## config.mk

```make
export PLATFORM = sky130hd
export DESIGN_NAME = sram_ctrl
export DESIGN_NICKNAME = d
export VERILOG_FILES = /design/src/rtl/sram_ctrl.sv
export SDC_FILE = /design/constraint.sdc
export NUM_CORES = 1
export LEC_CHECK = 0
export ABC_CLOCK_PERIOD_IN_PS = 4100
export CELL_PAD_IN_SITES_DETAIL_PLACEMENT = 1
export CELL_PAD_IN_SITES_GLOBAL_PLACEMENT = 1
export CORE_MARGIN = 2
export CORE_UTILIZATION = 34
export CTS_BUF_LIST = sky130_fd_sc_hd__clkbuf_4
export DETAILED_ROUTE_END_ITERATION = 10
export MAX_ROUTING_LAYER = met4
export PLACE_DENSITY = 0.85
export SYNTH_ARGS = -nofsm -noshare
export SYNTH_HDL_FRONTEND = slang
export SYNTH_SLANG_ARGS = --single-unit
```

## constraint.sdc

```tcl
create_clock -name clk25mhz -period 4.1 [get_ports clk25mhz]
set_clock_uncertainty 0.1 [all_clocks]
set_input_delay 0.82 -clock clk25mhz [delete_from_list [all_inputs] [get_ports clk25mhz]]
set_output_delay 0.82 -clock clk25mhz [all_outputs]
set_load 0.005 [all_outputs]
```

## src/rtl/sram_ctrl.sv

```systemverilog
// Asynchronous 8-bit SRAM controller: one host request per access,
// with a programmable strobe width and a release state until i_cs drops.
module sram_ctrl #(
  parameter int WAIT_CYCLES = 2,
  parameter int ADDR_W      = 18
) (
  input  logic              clk25mhz,
  input  logic              i_reset_n,
  input  logic              i_cs,
  input  logic              i_we,
  input  logic [ADDR_W-1:0] i_addr,
  input  logic [7:0]        i_dat,
  output logic [7:0]        o_dat,
  output logic              o_ack,
  output logic              o_busy,
  output logic [ADDR_W-1:0] sram_addr,
  output logic [7:0]        sram_dq_o,
  input  logic [7:0]        sram_dq_i,
  output logic              sram_dq_oe,
  output logic              sram_cs_n,
  output logic              sram_oe_n,
  output logic              sram_we_n
);

  localparam int WEFF = (WAIT_CYCLES < 1)  ? 1  :
                        (WAIT_CYCLES > 15) ? 15 : WAIT_CYCLES;
  localparam logic [3:0] WLOAD = 4'(WEFF);

  typedef enum logic [2:0] {
    IDLE, SETUP, STROBE, HOLD, REL
  } state_t;

  state_t            state_q, state_d;
  logic [3:0]        cnt_q, cnt_d;
  logic              we_q, we_d;
  logic [ADDR_W-1:0] addr_q, addr_d;
  logic [7:0]        dqo_q, dqo_d;
  logic [7:0]        dat_q, dat_d;
  logic              cs_n_q, cs_n_d;
  logic              oe_n_q, oe_n_d;
  logic              we_n_q, we_n_d;
  logic              dq_oe_q, dq_oe_d;
  logic              ack_q, ack_d;
  logic              busy_q, busy_d;

  always_comb begin
    state_d = state_q;
    cnt_d   = cnt_q;
    we_d    = we_q;
    addr_d  = addr_q;
    dqo_d   = dqo_q;
    dat_d   = dat_q;
    unique case (state_q)
      IDLE: begin
        if (i_cs) begin
          addr_d  = i_addr;
          we_d    = i_we;
          dqo_d   = i_dat;
          state_d = SETUP;
        end
      end
      SETUP: begin
        cnt_d   = WLOAD;
        state_d = STROBE;
      end
      STROBE: begin
        cnt_d = cnt_q - 4'd1;
        if (cnt_q <= 4'd1) begin
          state_d = HOLD;
          if (!we_q) dat_d = sram_dq_i;
        end
      end
      HOLD: state_d = REL;
      REL: begin
        if (!i_cs) state_d = IDLE;
      end
      default: state_d = IDLE;
    endcase
  end

  // Pin strobes decode the next state so every pad output is a flop.
  always_comb begin
    cs_n_d  = 1'b1;
    oe_n_d  = 1'b1;
    we_n_d  = 1'b1;
    dq_oe_d = 1'b0;
    ack_d   = 1'b0;
    busy_d  = (state_d != IDLE);
    unique case (state_d)
      SETUP: begin
        cs_n_d  = 1'b0;
        dq_oe_d = we_d;
      end
      STROBE: begin
        cs_n_d  = 1'b0;
        oe_n_d  = we_d;
        we_n_d  = !we_d;
        dq_oe_d = we_d;
      end
      HOLD: begin
        cs_n_d  = 1'b0;
        dq_oe_d = we_d;
        ack_d   = 1'b1;
      end
      default: ;
    endcase
  end

  always_ff @(posedge clk25mhz) begin
    if (!i_reset_n) begin
      state_q <= IDLE;
      cnt_q   <= '0;
      we_q    <= 1'b0;
      addr_q  <= '0;
      dqo_q   <= '0;
      dat_q   <= '0;
      cs_n_q  <= 1'b1;
      oe_n_q  <= 1'b1;
      we_n_q  <= 1'b1;
      dq_oe_q <= 1'b0;
      ack_q   <= 1'b0;
      busy_q  <= 1'b0;
    end else begin
      state_q <= state_d;
      cnt_q   <= cnt_d;
      we_q    <= we_d;
      addr_q  <= addr_d;
      dqo_q   <= dqo_d;
      dat_q   <= dat_d;
      cs_n_q  <= cs_n_d;
      oe_n_q  <= oe_n_d;
      we_n_q  <= we_n_d;
      dq_oe_q <= dq_oe_d;
      ack_q   <= ack_d;
      busy_q  <= busy_d;
    end
  end

  assign o_dat      = dat_q;
  assign o_ack      = ack_q;
  assign o_busy     = busy_q;
  assign sram_addr  = addr_q;
  assign sram_dq_o  = dqo_q;
  assign sram_dq_oe = dq_oe_q;
  assign sram_cs_n  = cs_n_q;
  assign sram_oe_n  = oe_n_q;
  assign sram_we_n  = we_n_q;

endmodule
```

Word-level counts from Yosys, hierarchy flattened
Cells that the tools add are included.
Widths: inputs -> output; s select.
{"block": "totals", "ram_bits": 0, "latchBits": 0, "regBits": 48, "rom_bits": 0, "mem_count": 0, "word_cells": 40, "inputBits": 38, "output_inout_bits": 40}
{"block": "classes", "n_shift": 0, "bitwise": 1, "reduce_logical": 9, "n_mul": 0, "eq_ne": 7, "add_sub_neg": 1, "n_mux": 9, "n_div": 0, "n_lt_le_gt_ge": 1}
{"operator": "$pmux 3 s5", "count": 1}
{"operator": "$eq 3x2->1 const B", "count": 4}
{"operator": "$mux 3", "count": 3}
{"operator": "$pmux 4 s2", "count": 1}
{"operator": "$eq 3x1->1 const B", "count": 2}
{"operator": "$reduce_and 2->1", "count": 3}
{"operator": "$le 4x1->1 const B", "count": 1}
{"operator": "$mux 1", "count": 4}
{"operator": "$sub 4x1->4 const B", "count": 1}
{"operator": "$eq 3x3->1 const B", "count": 1}
{"operator": "$logic_not 3->1", "count": 1}
{"operator": "$reduce_and 3->1", "count": 1}
{"operator": "$reduce_bool 3->1", "count": 1}
{"operator": "$reduce_or 3->1", "count": 1}
{"operator": "$reduce_bool 2->1", "count": 1}
{"operator": "$logic_not 1->1", "count": 1}
{"operator": "$not 1->1", "count": 1}

Depth between registers and ports, before layout
Gate-level depths: netlist (run 1).
{"block": "depth", "ltp_word": 6, "ltp_mapped": 5, "ltp_nobuf": 5}

Worst setup path before layout (run 1)
OpenSTA, ideal clock, no wires.
{"block": "synth_timing", "kind": "input-to-reg", "startpoint": "in i_cs", "endpoint": "reg addr_q[0] (netlist: sram_addr[0])", "t_arrival_ps": 1914, "setup_time_ps": 122, "path_buffers": 2, "required_time_ps": 3878, "setup_slack_ps": 1964, "stages": 5, "cell_sequence": "or4b_2 > clkbuf_1 > clkbuf_1 > nand2_1 > a21boi_0"}
{"block": "synth_between", "elab_chain_cells": 1}
{"element": "from (decl)", "line_no": "9", "text": "input logic i_cs,"}
{"element": "$reduce_and 2->1 (no line)"}
{"element": "to (signal assigned)", "line_no": "127", "text": "addr_q <= addr_d;"}
{"element": "to (decl)", "line_no": "36", "text": "logic [ADDR_W-1:0] addr_q, addr_d;"}
Every way passes these cells.
A chain may end at the register's enable or synchronous reset.

Final worst setup path (run 1)
{"block": "layout_timing", "startpoint": "in i_cs", "endpoint": "reg dq_oe_q (netlist: sram_dq_oe)"}
{"block": "layout_between", "elab_chain_cells": 5, "word_cells_on_any_way": 10, "cone_classes": "3 x eq/ne; 5 x mux; 2 x reduce/logical"}
{"element": "$mux 3, on equally long branches", "line_no": "75, 55"}
{"element": "$pmux 3 s5", "line_no": "53", "text": "unique case (state_q)"}
{"element": "$eq 3x2->1 / $eq 3x1->1 (equally long branches)", "line_no": "89", "text": "unique case (state_d)"}
{"element": "$reduce_or 3->1 (no line)"}
{"element": "$reduce_and 2->1 (no line)"}
{"element": "to (signal assigned)", "line_no": "133", "text": "dq_oe_q <= dq_oe_d;"}
{"element": "to (decl)", "line_no": "42", "text": "logic dq_oe_q, dq_oe_d;"}
Several ways; a longest one is shown, not always the timed one.

==> results of run 1 <==
[synthesized netlist by cell type]
cell type  instances
nor2_1             7
clkbuf_1          13
a22oi_1            1
o31a_1             1
nor2b_1            3
xor2_1             1
nor4b_2            1
mux2i_1            9
a21boi_0          28
nand3b_1           2
nand2b_1           1
or4b_2             1
nor4b_1            1
nand2_1           69
a21o_1             1
nand3_1            1
o21a_1             2
and2_1             1
a211oi_1           1
o311ai_0           1
a21oi_1            4
or3b_2             2
inv_1              3
or4_1              1
o221a_2            1
or4b_4             1
ha_1               2
nor4_4             1
dfxtp_1           48
nor3b_1            1
o21ai_0            3
[through the flow]
| stage | hold slack [ns] | worst slack (ns) | power (mW) | area, sq um | utilization, % |
|---|---|---|---|---|---|
| finish | 0.367 | 1.50 | 1.09 | 2780 | 51.0 |
| global route | 0.386 | 1.46 | 1.16 | 2780 | 51.0 |
| CTS | 0.373 | 1.49 | 1.11 | 2780 | 51.0 |
| detailed placement | 0.352 | 1.10 | 0.904 | 2730 | 50.2 |
| global placement | 0.341 | 1.17 | 0.890 | 2730 | 50.2 |
| floorplan | 0.319 | 1.96 | 0.732 | 1890 | - |
[flip-flops by register name (all words and copies together) (netlist names)]
| signal | cells |
|---|---|
| we_q | 1 |
| sram_dq_oe | 1 |
| o_dat | 8 |
| o_ack | 1 |
| cnt_q | 4 |
| sram_dq_o | 8 |
| state_q | 3 |
| sram_addr | 18 |
| sram_we_n | 1 |
| o_busy | 1 |
| sram_oe_n | 1 |
| sram_cs_n | 1 |
[power by group through the flow]
stage / Clock, mW / Sequential [mW] / Combinational [mW]
floorplan: 0 / 0.570 / 0.162
detailed placement: 0 / 0.584 / 0.320
global route: 0.226 / 0.581 / 0.353
finish: 0.199 / 0.572 / 0.316
global placement: 0 / 0.581 / 0.309
CTS: 0.209 / 0.573 / 0.323
[cells in the final DEF, fill, tap and decap left out, types with 2 or more instances in the layout]
cell,count
clkinv_1,2
ha_1,2
inv_1,3
nor2_1,7
buf_4,2
o21a_1,2
o21ai_0,3
nand2_1,69
clkbuf_4,5
nand3b_1,2
nor2b_1,3
dfxtp_1,48
mux2i_1,9
clkdlybuf4s50_1,77
a21boi_0,28
or3b_2,2
a21oi_1,4
[critical path, delay by kind of cell]
| kind | cells | cell delay, ns |
|---|---|---|
| simple gates | 1 | 0.92 |
| compound gates | 2 | 0.53 |
| buf+inv | 1 | 0.51 |
[path summary, 6_finish.rpt]
kind / end / slack, ns / cells after the start
worst max-delay path: sram_dq_oe / 1.50 / 4
worst min-delay path: o_dat[2] / 0.37 / 2
worst max register to register: o_dat[0] / 1.77 / 3
worst min register to register: o_dat[2] / 0.37 / 2
[layout make-up]
type | instances | area share, %
Inverter | 3 | 0.406
Multi-Input combinational cell | 148 | 31.8
Tap cell | 72 | 3.25
Timing Repair Buffer | 79 | 28.3
Clock inverter | 2 | 0.271
Sequential cell | 48 | 34.6
Clock buffer | 5 | 1.35
[metal layers]
layer / up-vias / routed length [um] / share of wire, %
li1: 850 / - / -
met5: - / 0 / 0
met3: 9 / 269 / 5.6
met1: 768 / 2130 / 44
met4: 0 / 86 / 1.8
met2: 49 / 2310 / 48
[logic make-up (layout without fill, tap and decap cells)]
family / count (synthesis) / in the layout / synth area share [%]
xor gates and xnor gates: 1 / 1 / 0.462
buffers and inverters: 16 / 89 / 3.17
adders and majority gates: 2 / 2 / 1.32
muxes: 9 / 9 / 4.76
DFF: 48 / 48 / 50.7
AOI/OAI and AO/OA: 43 / 43 / 16.4
and+or+nand+nor: 93 / 93 / 23.1
==> impl_metrics.toml, run 1 <==
[timing]
tns_ns = 0
hold_violations = 0
slew_headroom_pct = 50.3
max_freq_ghz = 0.385
setup-violations-final = 0
fin_crit_ns = 2.60
rsz0062_at_grt = "false"
fin_crit_sh_pct = 63.4
finalMaxSlewViolations = 0
worst_pin_slew_ns = 0.740

[routing]
drc_errors = 0
route.antenna.remaining_nets = 0
drt_iter0_markers = 67
vias_per_cell = 4.69
post_drt_wl_per_cell_um = 13.4
firstDrtPassIters = 3
vias = 1676
wirelength_um = 4790

[finish]
final_cells = 357
multi_input_area_sq_um = 882
area_delta_synth_final_pct = 46.5
drive_gt1_share_pct = 4.91
seq_area_sq_um = 961
antenna_cells = 0
final.fill_count = 632
num-nets-final = 325

[pwr]
p_int_mw = 0.762
p_leak_nw = 1.01
clkPwrFrac_pct = 18.3
comb_power_share_pct = 29.1
power_density_nw_per_um2 = 391
swShare_pct = 29.9
pwr-share-seq_pct = 52.7
switchingPower_mw = 0.325
peakVddDrop_v = 0.000158

[global_routing]
grt_util_all_layers_pct = 16.4
grt_pass1_vias = 1701
grt_antenna_before_repair = 0
busiest_layer = "met2"
grt-ovfl-total = 0
grt_use_met1_pct = 18.6
use_met2_pct = 28.1
grt_pass1_wl_um = 7890
grt_max_degree = 33
met3_usage_pct = 3.91

[clock_network]
numCtsBuffers = 5
cts-resized-gates = 0
clock_latency_ns = 0.36
cts.clk_slew.worst_paths_ns = 0.12
cts_hold_buf = 0
cts.sinks = 48
cts_buffer_depth = 2
cts_max_level = 2
cts_root_buf = "clkbuf_4"
cts_tree = "done"
post_cts_buffers = 0

[placed_design]
dp.final_hpwl_um = 3470
dp.cells = 350
place_congestion = 0.728
port-buffer-count = 77

[floorplanning]
rows = 27
io_pins = 78
dieArea_sq_um = 6180
die_w_um = 78.6
fp.dieH_um = 78.6
start_util_pct = 34.8
core-area_sq_um = 5440

[setup_path]
critPathMaxFanout = 27
end_kind = "register"
critPathSlowestCell = "or4b_2"
arrival_ns = 2.77
r2r_start = "state_q[1]"
critical_path.startpoint = "i_cs"
critPathLaunchType = "primary input"
cp_data_required_time_ns = 4.27
slowest_delay_ns = 0.92
critPathKind = "in2reg"
crit_path_cell_trace = "clkdlybuf4s50_1 -> or4b_2 -> o31a_1 -> a211oi_1"

[synthesis]
synth_area_leader_cell = "dfxtp_1"
syn_avg_cell_area_sq_um = 8.94
ys_ff_latch = 48
yosysTopAreaCellShare_pct = 50.7
ys_seq_area_share_pct = 50.7
netlist_instances = 212
syn_nets = 252
synth_warnings = 0
synth_area_leaders = "dfxtp_1 (51%), nand2_1 (14%), a21boi_0 (11%)"
netlist_area_sq_um = 1890
synth.distinct_cells = 31

[status]
status = "finished clean"

[min_path]
hold_start = "o_dat[2]"
min_path_type = "reg2reg"

[job]
drv_cap = 0
Power figures use the tool's default switching activity.
==> inputs of run 2 (changes only) <==
==> config.mk (replaced) <==
export PLATFORM = sky130hd
export DESIGN_NAME = sram_ctrl
export DESIGN_NICKNAME = d
export VERILOG_FILES = /design/src/rtl/sram_ctrl.sv
export SDC_FILE = /design/constraint.sdc
export NUM_CORES = 1
export LEC_CHECK = 0
export ABC_CLOCK_PERIOD_IN_PS = 2600
export CELL_PAD_IN_SITES_DETAIL_PLACEMENT = 1
export CELL_PAD_IN_SITES_GLOBAL_PLACEMENT = 1
export CORE_MARGIN = 2
export CORE_UTILIZATION = 32
export CTS_BUF_LIST = sky130_fd_sc_hd__clkbuf_4
export DETAILED_ROUTE_END_ITERATION = 10
export MAX_ROUTING_LAYER = met4
export PLACE_DENSITY = 0.8
export SYNTH_ARGS = -nofsm -noshare
export SYNTH_HDL_FRONTEND = slang
export SYNTH_SLANG_ARGS = --single-unit
==> constraint.sdc (replaced) <==
create_clock -name clk25mhz -period 2.6 [get_ports clk25mhz]
set_clock_uncertainty 0.1 [all_clocks]
set_input_delay 0.52 -clock clk25mhz [delete_from_list [all_inputs] [get_ports clk25mhz]]
set_output_delay 0.52 -clock clk25mhz [all_outputs]
set_load 0.005 [all_outputs]
==> run 2 against run 1 <==
Net effect: cell area increased by 2.7%; critical path depth did not move; die area up 5.9%; highest routed layer unchanged.
==> impl_metrics.toml, run 2 (synthesized netlist as in run 1, its figures left out) <==
[setup_path]
reg2reg_setup_slack_ns = 0.66
critPathKind = "reg2reg"
cp_num_cells = 4
slowest_delay_ns = 0.60
cp_data_required_time_ns = 2.79
arrival_ns = 2.13
critPathTopFamily = "simple AND/OR/NAND/NOR gates"
reg2reg_to = "o_dat[5]"
reg2reg_depth = 4
cp-endpoint = "o_dat[5]"
critPathMaxFanout = 15
critical_path.startpoint = "state_q[0]"
critical_path_buf_inv_count = 1
critPathLaunchType = "register"
end_kind = "register"
crit_path_cell_trace = "or4b_4 -> nor4_4 -> buf_4 -> mux2i_1"
r2r_start = "state_q[0]"
critPathSlowestCell = "or4b_4"

[placed_design]
place_worst_setup_slack_ns = 0.273
dp.final_hpwl_um = 3530
place_congestion = 0.807
port-buffer-count = 77

[finish]
largest_reg_flops = 18
final.fill_count = 700
drive_gt1_share_pct = 6.57
final_common_cell = "clkdlybuf4s50_1"
antenna_cells = 0
num-nets-final = 328
multi_input_area_sq_um = 882
seq_area_sq_um = 961
area_delta_synth_final_pct = 50.4
final_cell_mix = "clkdlybuf4s50_1 (77), nand2_1 (69), dfxtp_1 (48)"

[clock_network]
post_cts_buffers = 0
cts.sinks = 48
cts.clk_slew.worst_paths_ns = 0.14
cts_buffer_depth = 2
cts_hold_buf = 0
cts-resized-gates = 0
numCtsBuffers = 5
cts_root_buf = "clkbuf_4"
cts_tree = "done"
cts_max_level = 2
clock_latency_ns = 0.36

[status]
status = "finished clean"

[floorplanning]
die_w_um = 80.9
core-area_sq_um = 5820
dieArea_sq_um = 6550
rows = 28
start_util_pct = 32.6
io_pins = 78
fp.dieH_um = 80.9

[timing]
setup-violations-final = 0
max_freq_ghz = 0.516
worst_pin_slew_ns = 0.579
tns_ns = 0
setup_ws_ns = 0.663
rsz0062_at_grt = "false"
fin_crit_sh_pct = 74.5
slew_headroom_pct = 61.4
fin_crit_ns = 1.94
hold_violations = 0
finalMaxSlewViolations = 0

[routing]
post_drt_wl_per_cell_um = 13.4
route.antenna.remaining_nets = 0
vias_per_cell = 4.73
vias = 1721
drt_iter0_markers = 47
firstDrtPassIters = 4
drc_errors = 0
wirelength_um = 4890

[pwr]
peakVddDrop_v = 0.000240
p_leak_nw = 1.04
power_density_nw_per_um2 = 651

[global_routing]
grt_max_degree = 47
grt-ovfl-total = 0
grt_pass1_vias = 1702
grt_pass1_wl_um = 7980
grt_antenna_before_repair = 0
grt_util_all_layers_pct = 16.1

[job]
drv_cap = 0

[min_path]
min_path_type = "reg2reg"
run 2: cell types whose count changed in the layout (fill, tap and decap cells not counted), sizes merged:
cell	previous run	this run
bufinv	0	1
buf	2	5
run 2: metal layers:
metal	GRT usage (%)	part of all wire [%]
met1	18.3	45
met5	-	0
met3	4.44	7.0
met4	4.07	0.98
met2	27.9	47
run 2: area by class of cell:
cell class                 instances  area share (%)
clock inverter                     3            1.49
timing repair buffer              82            28.8
inverter                           3           0.395
multi-input combinational        148            31.0
clock buffer                       5            1.32
tap                               75            3.29
sequential                        48            33.7
run 2: through the flow:
step | utilization, % | area [sq um] | instances | power [mW] | hold slack, ns
6_report | 49.0 | 2850 | 364 | 1.85 | 0.367
2_1_floorplan | - | 1890 | 212 | 1.15 | 0.319
3_5_place_dp | 47.6 | 2770 | 356 | 1.44 | 0.354
3_3_place_gp | 47.6 | 2770 | 356 | 1.42 | 0.343
5_1_grt | 49.0 | 2850 | 364 | 1.98 | 0.399
4_1_cts | 49.0 | 2850 | 364 | 1.89 | 0.372
run 2: report_power, final:
| group | internal, mW | switching (mW) | total, mW |
|---|---|---|---|
| logic | 0.293 | 0.228 | 0.521 |
| registers | 0.825 | 0.0650 | 0.890 |
| clock network | 0.201 | 0.242 | 0.443 |
| total | 1.32 | 0.535 | 1.85 |
run 2: worst min path at each step:
stage	startpoint	to	slack (ns)	cells after the start
floorplan	we_q	sram_we_n	0.32	1
CTS	o_dat[0]	o_dat[0]	0.37	2
finish	o_dat[0]	o_dat[0]	0.37	2
global placement	o_dat[7]	o_dat[7]	0.34	2
detailed placement	o_dat[7]	o_dat[7]	0.35	2
global route	sram_dq_o[3]	sram_dq_o[3]	0.40	2
run 2: worst min-delay path, cell delays in order (launching register included):
cell and delay [ns]:
dfxtp_1 0.33, nand2_1 0.05, mux2i_1 0.05
